## config.mk

```make
export PLATFORM = sky130hd
export DESIGN_NAME = board_loader
export DESIGN_NICKNAME = d
export VERILOG_FILES = /design/src/rtl/life_pkg.sv /design/src/rtl/board_preset_rom.sv /design/src/rtl/board_loader.sv
export SDC_FILE = /design/constraint.sdc
export NUM_CORES = 1
export LEC_CHECK = 0
export ABC_AREA = 0
export BUFFER_PORTS_ARGS = -buffer_cell sky130_fd_sc_hd__buf_2
export CAP_MARGIN = 10
export CORE_UTILIZATION = 30
export DETAILED_ROUTE_END_ITERATION = 10
export PLACE_DENSITY = 0.53
export SETUP_SLACK_MARGIN = 0.5
export SLEW_MARGIN = 20
export SYNTH_ARGS = -nofsm -noshare
export SYNTH_HDL_FRONTEND = slang
export SYNTH_HIERARCHICAL = 1
export SYNTH_SLANG_ARGS = --single-unit
export TNS_END_PERCENT = 5
```

## constraint.sdc

```tcl
create_clock -name clk -period 3.2 [get_ports clk]
set_input_delay 0.48 -clock clk [delete_from_list [all_inputs] [get_ports clk]]
set_output_delay 0.48 -clock clk [all_outputs]
set_load 0.01 [all_outputs]
```

## src/rtl/life_pkg.sv

```systemverilog
// Shared constants and types for the board loader.
// Board geometry, preset codes and the loader FSM states.
package life_pkg;

   localparam int BOARD_W = 8;
   localparam int BOARD_H = 8;
   localparam int CELL_AW = 6;

   localparam logic [1:0] PRESET_CLEAR   = 2'd0;
   localparam logic [1:0] PRESET_GLIDER  = 2'd1;
   localparam logic [1:0] PRESET_UW      = 2'd2;
   localparam logic [1:0] PRESET_BLINKER = 2'd3;

   typedef enum logic [2:0] {
      ST_IDLE,
      ST_FILL,
      ST_HOST,
      ST_ARM,
      ST_COMMIT
   } state_e;

endpackage

```

## src/rtl/board_preset_rom.sv

```systemverilog
// Preset pattern ROM: one 8-bit board row per (code, row).
// Bit c of row_bits is column c of that row.
module board_preset_rom
   import life_pkg::*;
(
   input  logic [1:0]         preset_sel,
   input  logic [2:0]         row,
   output logic [BOARD_W-1:0] row_bits
);

   always_comb begin
      row_bits = '0;
      case (preset_sel)
         PRESET_CLEAR: row_bits = '0;
         PRESET_GLIDER: begin
            case (row)
               3'd0:    row_bits = 8'h02;
               3'd1:    row_bits = 8'h04;
               3'd2:    row_bits = 8'h07;
               default: row_bits = 8'h00;
            endcase
         end
         PRESET_UW: begin
            case (row)
               3'd0:    row_bits = 8'h09;
               3'd1:    row_bits = 8'h09;
               3'd2:    row_bits = 8'h09;
               3'd3:    row_bits = 8'h06;
               3'd4:    row_bits = 8'h88;
               3'd5:    row_bits = 8'h88;
               3'd6:    row_bits = 8'hA8;
               default: row_bits = 8'h50;
            endcase
         end
         PRESET_BLINKER: begin
            case (row)
               3'd3:    row_bits = 8'h38;
               default: row_bits = 8'h00;
            endcase
         end
         default: row_bits = '0;
      endcase
   end

endmodule

```

## src/rtl/board_loader.sv

```systemverilog
// Stages a board from a preset or host rows, then writes it
// cell by cell into board storage during vertical blanking.
module board_loader #(
   parameter int BOARD_W = 8,
   parameter int BOARD_H = 8
) (
   input  logic         clk,
   input  logic         reset,
   input  logic [1:0]   preset_sel,
   input  logic         preset_go,
   input  logic         host_valid,
   input  logic [BOARD_W-1:0] host_data,
   output logic         host_ready,
   input  logic         frame_start,
   output logic         wr_en,
   output logic [5:0]   wr_addr,
   output logic         wr_data,
   output logic         busy,
   output logic         load_done
);

   import life_pkg::*;

   localparam int CELLS = BOARD_W * BOARD_H;

   state_e             state_q, state_d;
   logic [2:0]         row_q, row_d;
   logic [1:0]         sel_q, sel_d;
   logic [CELLS-1:0]   stage_q, stage_d;
   logic [CELL_AW-1:0] addr_q, addr_d;
   logic               done_q, done_d;
   logic [7:0]         rom_row;
   logic [5:0]         row_base;

   board_preset_rom u_rom (
      .preset_sel (sel_q),
      .row        (row_q),
      .row_bits   (rom_row)
   );

   assign row_base = {row_q, 3'b000};

   always_comb begin
      state_d = state_q;
      row_d   = row_q;
      sel_d   = sel_q;
      stage_d = stage_q;
      addr_d  = addr_q;
      done_d  = 1'b0;
      unique case (state_q)
         ST_IDLE: begin
            // a preset request beats a host byte arriving together
            if (preset_go) begin
               state_d = ST_FILL;
               row_d   = 3'd0;
               sel_d   = preset_sel;
            end else if (host_valid) begin
               stage_d[7:0] = host_data;
               row_d        = 3'd1;
               state_d      = ST_HOST;
            end
         end
         ST_FILL: begin
            stage_d[row_base +: 8] = rom_row;
            row_d = row_q + 3'd1;
            if (row_q == 3'd7) state_d = ST_ARM;
         end
         ST_HOST: begin
            if (host_valid) begin
               stage_d[row_base +: 8] = host_data;
               row_d = row_q + 3'd1;
               if (row_q == 3'd7) state_d = ST_ARM;
            end
         end
         ST_ARM: begin
            if (frame_start) begin
               state_d = ST_COMMIT;
               addr_d  = '0;
            end
         end
         ST_COMMIT: begin
            addr_d = addr_q + 6'd1;
            if (addr_q == 6'd63) begin
               state_d = ST_IDLE;
               done_d  = 1'b1;
            end
         end
         default: state_d = ST_IDLE;
      endcase
   end

   always_ff @(posedge clk) begin
      if (!reset) begin
         state_q <= ST_IDLE;
         row_q   <= '0;
         sel_q   <= '0;
         stage_q <= '0;
         addr_q  <= '0;
         done_q  <= 1'b0;
      end else begin
         state_q <= state_d;
         row_q   <= row_d;
         sel_q   <= sel_d;
         stage_q <= stage_d;
         addr_q  <= addr_d;
         done_q  <= done_d;
      end
   end

   // outputs are forced quiet for as long as reset is held
   assign wr_en      = reset && (state_q == ST_COMMIT);
   assign wr_addr    = wr_en ? addr_q : 6'd0;
   assign wr_data    = wr_en && stage_q[addr_q];
   assign busy       = reset && (state_q != ST_IDLE);
   assign host_ready = reset &&
                       ((state_q == ST_IDLE) ||
                        (state_q == ST_HOST));
   assign load_done  = reset && done_q;

endmodule

```

==> results.md, run 1 <==
- GRT overflow: 0
- DP Cell Count: 668
- Die area: 0.0151 mm^2
- Setup Skew: 0.00793 ns
- Initial antenna violation count: 0
- Worst-path clk slew: 0.07 ns
- Leak: 0.00220 uW
- WL final: 11.8 mm
- Post-CTS setup buffer count: 0
- Via/cell ratio: 5.27
- CTS tree: done
- Post-synth top area share: 36.1%
- Final HPWL DP: 8.59 mm
- Ys async rst share: 0%
- Synth Net Count: 501
- Seq/Total Area, Yosys: 36.1%
- H-tree levels: 3
- Final setup fails: 0
- Die width: 123 um
- P per Cell Area: 566 mW/mm^2
- HP Class: input port to flip-flop
- CP required: 2.72 ns
- Most common cell in the netlist: nor2_1
- Final period utilization: 83.7%
- Tmin final: 2.68 ns
- IO buf count: 25
- Post-synthesis cell area: 0.00438 mm^2
- Vert. Die Dim: 123 um
- Worst skew pair latency: 0.34 ns
- Area Growth Syn to Fin: 14.7%
- Seq cells post-synth: 79
- Crit-path max FO: 18
- Vias: 3,602
- N_diodes: 0
- Commonest cells post-synth: nor2_1, dfxtp_1, mux2i_1
- Post-Syn Instances: 479
- Share of cells above drive strength 1: 18.5%
- Max Freq: 374 MHz
- Post-DRT Antenna Nets: 0
- First-pass GRT wire length: 19.3 mm
- Finished Layout Cells: 684
- RSZ-0062 raised after global routing: yes
- Final Hold Viols: 0
- Setup TNS: 0 ns
- Synth warn: 6
- Row cnt: 43
- Worst-Margin Slew: 0.760 ns
- Yosys top cell by area: dfxtp_1
- Top cells by area, synth: dfxtp_1, mux2i_1, nor2_1, mux4_2, nand2_1
- Final Power: 2840 uW
- MaxCap Viol Count: 0
- Total Routing Usage GR: 16.9%
- Synth cell types: 63
- Avg Cell Area, Syn: 9.14 um^2
- Max Transition Viols Final: 0
- Number of synthesized flops with an enable pin: 0
- Slew margin rel.: 49.2%
- Hold Path Stages: 3
- Final #Nets: 521
- Initial Util: 31.2%
- Root buffer cell: clkbuf_16
- R2R cell count: 8
- Outcome: finished, final reports clean
- Peak supply drop: 0.249 mV
- Num ports: 26
- DRT iter0 DRCs: 366
- Fill count: 1,430
- Post-synth top flop: dfxtp_1
- CTS buffer count: 9
- Routability cong.: 0.873
- Placeable Area: 0.0140 mm^2
- CP Data Arrival Time: 2.20 ns
- DR WL/cell: 17.3 um
- Critical path launch point type: flip-flop
- Crit end category: primary output
- Largest net degree at the start of global routing: 59
- Clk buf depth: 2
- Kind of critical path: flip-flop to primary output
- Vias in the first global route: 3,555
- CTS Sinks: 79
- First-pass DRT Iterations: 4
- DRC Markers: 0
==> final cells by class <==
class / instances / area, um^2 / share of cell area (%)
Multi-Input combinational cell: 360 / 2630 / 52.3
Sequential cell: 79 / 1590 / 31.7
Timing Repair Buffer: 40 / 241 / 4.81
Clock buffer: 9 / 225 / 4.49
Tap cell: 180 / 225 / 4.49
Clock inverter: 7 / 80.1 / 1.60
Inverter: 9 / 33.8 / 0.673
==> critical path, cell delays in order, from the launching register on <==
cell and delay (ns):
dfxtp_1 0.48, or3b_4 0.52, or4_1 0.51, o22ai_1 0.17
buf_2 0.17
==> per-layer routing <==
layer | vias to the layer above | share of wire (%) | GRT usage, %
met5 | - | 0 | 0
met4 | 0 | 3.6 | 8.61
met1 | 1699 | 47 | 22.5
li1 | 1786 | - | -
met2 | 92 | 45 | 25.9
met3 | 25 | 4.8 | 3.25
==> flip-flops by register name, indices dropped and copies added, names as in the netlist <==
register  cells
done_q        1
sel_q         2
stage_q      64
state_q       3
addr_q        6
row_q         3
==> layout by cell type (no fill, tap or decap), types with 5 or more instances in the layout <==
| master | count |
|---|---|
| nand3_1 | 6 |
| nor3_1 | 5 |
| nand2_1 | 37 |
| nand2b_1 | 6 |
| nor2_1 | 89 |
| and3_1 | 12 |
| clkbuf_16 | 9 |
| a22o_1 | 16 |
| inv_1 | 8 |
| nand3b_1 | 6 |
| buf_2 | 25 |
| dfxtp_1 | 77 |
| ha_1 | 7 |
| buf_4 | 14 |
| a21oi_1 | 23 |
| mux4_2 | 14 |
| mux2i_1 | 55 |
==> path summary, 6_finish.rpt <==
kind	startpoint	to	slack (ns)
hold reg to reg	stage_q[7]	stage_q[7]	0.48
setup reg to reg	row_q[1]	stage_q[11]	0.64
setup / recovery	state_q[1]	wr_data	0.52
hold / removal	preset_sel[0]	sel_q[0]	0.40
==> kinds of logic after synthesis <==
family	synth area share [%]
AND/OR/NAND/NOR	22.0
AO/OA/AOI/OAI	14.7
flip-flops	36.1
multiplexers	20.8
buffers and inverters	4.15
adder cells (fa/ha/maj)	2.00
XOR/XNOR	0.200
==> where the power goes <==
part	switching (uW)	internal, uW	total [uW]
clock	438	612	1050
sequential	59.5	1030	1090
combinational	432	269	701
total	930	1910	2840
==> through the flow <==
step                      utilization [%]  worst slack [ns]  hold WS, ns  cell area [um^2]
after detailed placement             33.4             0.647        0.459              4690
final                                35.7             0.523        0.397              5020
after CTS                            35.7             0.513        0.389              5010
after floorplan                         -             0.933        0.437              4380
after global placement               33.4             0.665        0.459              4690
after global routing                 35.7             0.405        0.430              5020
==> what timing repair did <==
item / in CTS / in global routing
endpoints found under the setup margin: 1 / 26
hold buffers: 0 / 0
cloned: 0 / 0
gates resized for setup: 6 / 2
(Power assumes the default switching activity.)
==> inputs of run 2 (changes only) <==
==> constraint.sdc (replaced) <==
create_clock -name clk -period 2.7 [get_ports clk]
set_input_delay 0.405 -clock clk [delete_from_list [all_inputs] [get_ports clk]]
set_output_delay 0.405 -clock clk [all_outputs]
set_load 0.01 [all_outputs]
==> results.md, run 2 (same netlist as run 1, synthesis figures left out) <==
- Post-DRT Antenna Nets: 0
- Routability cong.: 0.812
- Outcome: finished, final reports clean
- CTS Sinks: 79
- Vias in the first global route: 3,597
- Commonest cells after routing, fill and taps aside: nor2_1, dfxtp_1, mux2i_1, nand2_1, buf_2
- Die width: 123 um
- DRC Markers: 0
- Max FFs per register: 64
- Internal power: 2480 uW
- CP Buf/Inv Count: 1
- Vias: 3,701
- Area of the multi-input gates: 0.00267 mm^2
- CTS buffer count: 9
- Initial antenna violation count: 0
- Peak supply drop: 0.327 mV
- Worst-path clk slew: 0.06 ns
- Crit end category: primary output
- Die area: 0.0151 mm^2
- Finished Layout Cells: 693
- Leak: 0.00229 uW
- Largest net degree at the start of global routing: 67
- Tmin final: 2.48 ns
- IO buf count: 25
- HP Class: input port to flip-flop
- Clock power frac: 39.1%
- DRT iter0 DRCs: 306
- Fill count: 1,452
- Setup Skew: 0.00593 ns
- CTS tree: done
- Sw frac: 30.3%
- Max Transition Viols Final: 0
- Final setup fails: 0
- Combinational Power Share: 24.4%
- Top reg by flops: stage_q
- Worst-Margin Slew: 0.788 ns
- Top flop regs: stage_q (64), addr_q (6)
- Num ports: 26
- Setup TNS: 0 ns
- Max Freq: 404 MHz
- Area Growth Syn to Fin: 18.6%
- P_sw: 1080 uW
- Slew margin rel.: 47.1%
- Share of cells above drive strength 1: 21.6%
- Fin util: 37.0%
- CP required: 2.30 ns
- Total Routing Usage GR: 17.3%
- WL final: 12.0 mm
- Row cnt: 43
- DP Cell Count: 674
- Crit-path max FO: 4
- Commonest non-fill, non-tap cell in the layout: nor2_1
- Placeable Area: 0.0140 mm^2
- Vert. Die Dim: 123 um
- Reg area: 0.00159 mm^2
- First-pass GRT wire length: 19.4 mm
- Root buffer cell: clkbuf_16
- Final period utilization: 91.7%
- RSZ-0062 raised after global routing: yes
- H-tree levels: 3
- Clk buf depth: 2
- P per Cell Area: 687 mW/mm^2
- First-pass DRT Iterations: 5
- Final Hold Viols: 0
- CP Data Arrival Time: 2.07 ns
- Kind of critical path: flip-flop to primary output
- Final #Nets: 530
- Initial Util: 31.2%
- Via/cell ratio: 5.34
- Worst-path cell chain: mux4_2 > nor2b_1 > a211o_1 > a21oi_2 > o22ai_2 > buf_2
- Slowest-stage cell, CP: mux4_2
- Top Family by Delay on Critical Path: compound AO/OA/AOI/OAI gates
- DR WL/cell: 17.3 um
- Critical path launch point type: flip-flop
- MaxCap Viol Count: 0
- GRT overflow: 0
- Final HPWL DP: 8.73 mm
- Worst skew pair latency: 0.35 ns
- Sequential share of power: 36.4%
- Final Power: 3570 uW
- CP peak stage delay: 0.50 ns
- N_diodes: 0
run 2: cell types whose count changed in the layout (fill, tap and decap cells not counted), moves of 4 or more:
cell / change
buf_4: +7
clkbuf_8: +4
dfxtp_1: -4
dfxtp_2: +4
run 2: timing repair:
action / CTS / global route
pin swaps: 4 / 0
hold buffers: 0 / 0
resized for setup: 16 / 6
buffers inserted: 3 / 0
setup endpoints to repair: 56 / 59
run 2: power by group through the flow:
stage,clock (uW),combinational [uW],sequential (uW)
global placement,0,823,1320
global route,1470,952,1310
detailed placement,0,831,1320
floorplan,0,617,1290
CTS,1420,853,1300
finish,1390,871,1300
run 2: final cells by class:
class | count | share of cell area [%]
multi-input combinational | 360 | 51.4
sequential | 79 | 30.7
timing repair buffer | 49 | 6.25
clock buffer | 14 | 5.47
tap | 180 | 4.34
clock inverter | 2 | 1.16
inverter | 9 | 0.651
run 2: stage by stage:
step	setup slack, ns	instance area, um^2	hold slack [ns]
2_1_floorplan	0.551	4380	0.437
3_3_place_gp	0.342	4740	0.457
3_5_place_dp	0.347	4740	0.463
4_1_cts	0.211	5160	0.321
5_1_grt	0.127	5190	0.334
6_report	0.224	5190	0.326
run 2: routing by layer:
metal  share of wire (%)  wire length, um  up-vias  global-route usage, %
met1                  47             5620     1803                   23.1
met3                 4.8              578       21                   3.21
met4                 2.4              293        0                   7.62
met5                   0                0        -                      0
met2                  46             5480       87                   27.0
li1                    -                -     1790                      -
run 2: path summary, 6_finish.rpt:
path	startpoint	endpoint	slack [ns]	cells past startpoint
worst min-delay path	preset_sel[0]	sel_q[0]	0.33	3
worst max register to register	row_q[1]	stage_q[23]	0.37	8
worst min register to register	stage_q[6]	stage_q[6]	0.48	1
worst max-delay path	addr_q[1]	wr_data	0.22	6
run 2: tightest hold or removal path, delay by kind of cell:
| family | cells | cell delay (ns) |
|---|---|---|
| AOI/OAI and AO/OA | 1 | 0.05 |
| buffers and inverters | 1 | 0.10 |
| and+or+nand+nor | 1 | 0.06 |
==> inputs of run 3 (changes only) <==
--- a/config.mk
+++ b/config.mk
@@ -8,6 +8,7 @@
 export ABC_AREA = 0
 export BUFFER_PORTS_ARGS = -buffer_cell sky130_fd_sc_hd__buf_2
 export CAP_MARGIN = 10
+export CORE_ASPECT_RATIO = 0.7
 export CORE_UTILIZATION = 30
 export DETAILED_ROUTE_END_ITERATION = 10
 export PLACE_DENSITY = 0.53
==> results.md, run 3 (same netlist as run 1, synthesis figures left out) <==
- First-pass DRT Iterations: 4
- Kind of critical path: flip-flop to primary output
- Post-DP Area: 0.00480 mm^2
- CTS buffer count: 9
- DR WL/cell: 17.1 um
- Share of cells above drive strength 1: 22.1%
- Clock power frac: 35.7%
- Max Freq: 396 MHz
- Sw frac: 31.8%
- WL final: 12.3 mm
- Commonest non-fill, non-tap cell in the layout: nor2_1
- Crit-path max FO: 6
- Fill count: 1,402
- Die width: 146 um
- Placeable Area: 0.0141 mm^2
- Reg area: 0.00159 mm^2
- Fin util: 37.2%
- Critical path origin: addr_q[0]
- Commonest cells after routing, fill and taps aside: nor2_1, dfxtp_1, mux2i_1, nand2_1, buf_4
- Crit end category: primary output
- Worst-path clk slew: 0.06 ns
- Setup TNS: 0 ns
- Final #Nets: 543
- First-pass GRT wire length: 19.9 mm
- GRT overflow: 0
- P per Cell Area: 649 mW/mm^2
- Final Hold Viols: 0
- Sequential share of power: 37.4%
- P_sw: 1080 uW
- Largest net degree at the start of global routing: 67
- HP Class: input port to flip-flop
- DRT iter0 DRCs: 244
- Worst skew pair latency: 0.34 ns
- Initial Util: 31.0%
- CTS tree: done
- Max Transition Viols Final: 0
- Peak supply drop: 0.273 mV
- RSZ-0062 raised after global routing: yes
- Post-CTS Hold Buffers: 0
- Routability cong.: 0.845
- Top flop regs: stage_q (64), addr_q (6)
- Clk buf depth: 2
- Area Growth Syn to Fin: 19.9%
- Vias: 3,741
- Post-DRT Antenna Nets: 0
- Die area: 0.0151 mm^2
- MaxCap Viol Count: 0
- Hold path start: preset_sel[1]
- Via/cell ratio: 5.22
- CTS Sinks: 79
- Combinational Power Share: 26.9%
- Final HPWL DP: 8.97 mm
- Worst-Margin Slew: 0.755 ns
- IO buf count: 25
- Num ports: 26
- Initial antenna violation count: 0
- Reg-to-reg startpoint: row_q[0]
- Area of the multi-input gates: 0.00264 mm^2
- Total Routing Usage GR: 17.3%
- Critical path launch point type: flip-flop
- Row cnt: 36
- H-tree levels: 3
- Setup Skew: 0.00606 ns
- CP Data Arrival Time: 2.12 ns
- DRC Markers: 0
- Slew margin rel.: 49.7%
- Vert. Die Dim: 103 um
- Outcome: finished, final reports clean
- Tmin final: 2.53 ns
- CP required: 2.30 ns
- Top reg by flops: stage_q
- Final setup fails: 0
- Root buffer cell: clkbuf_16
- Fin area: 0.00525 mm^2
- Leak: 0.00232 uW
- Internal power: 2320 uW
- N_diodes: 0
- Final period utilization: 93.6%
- Vias in the first global route: 3,634
- Max FFs per register: 64
## run 3: cell type report
cell class | count | area share (%)
Timing Repair Buffer | 62 | 8.70
Sequential cell | 79 | 30.3
Clock buffer | 13 | 4.77
Tap cell | 190 | 4.53
Inverter | 9 | 0.644
Clock inverter | 3 | 0.810
Multi-Input combinational cell | 360 | 50.2
## run 3: stage by stage
step | hold WS [ns] | instances | total power [uW] | setup WS [ns]
global placement | 0.469 | 691 | 2170 | 0.350
finish | 0.311 | 716 | 3410 | 0.172
CTS | 0.303 | 716 | 3410 | 0.165
global route | 0.345 | 716 | 3570 | 0.0863
floorplan | 0.437 | 479 | 1910 | 0.551
detailed placement | 0.462 | 691 | 2180 | 0.335
## run 3: power groups by stage
| stage | combinational, uW | clock, uW | sequential (uW) |
|---|---|---|---|
| 4_1_cts | 899 | 1230 | 1270 |
| 3_3_place_gp | 877 | 0 | 1300 |
| 5_1_grt | 998 | 1290 | 1280 |
| 3_5_place_dp | 883 | 0 | 1300 |
| 6_report | 917 | 1220 | 1270 |
| 2_1_floorplan | 617 | 0 | 1290 |
## run 3: critical path: stages, from the launching register on
cell,delay (ns)
dfxtp_2,0.34
bufbuf_16,0.27
buf_4,0.13
mux4_2,0.32
nor3_1,0.04
or4_1,0.42
o22ai_2,0.12
buf_2,0.15
## run 3: timing repair
item	CTS	global route
pin swaps	4	0
gates resized for setup	14	3
endpoints found under the setup margin	21	65
buffers inserted	8	0
gates cloned	1	0
## run 3: final timing paths
check | to | slack [ns] | depth (start not counted)
max | wr_data | 0.17 | 7
min | sel_q[1] | 0.31 | 3
max reg2reg | stage_q[61] | 0.56 | 8
min reg2reg | stage_q[1] | 0.48 | 1
## run 3: metal layers
layer | vias to the layer above | track usage [%] | share of wire (%)
met2 | 83 | 25.8 | 41
met3 | 14 | 4.16 | 5.9
li1 | 1816 | - | -
met4 | 0 | 5.45 | 1.3
met5 | - | 0 | 0
met1 | 1828 | 24.7 | 52
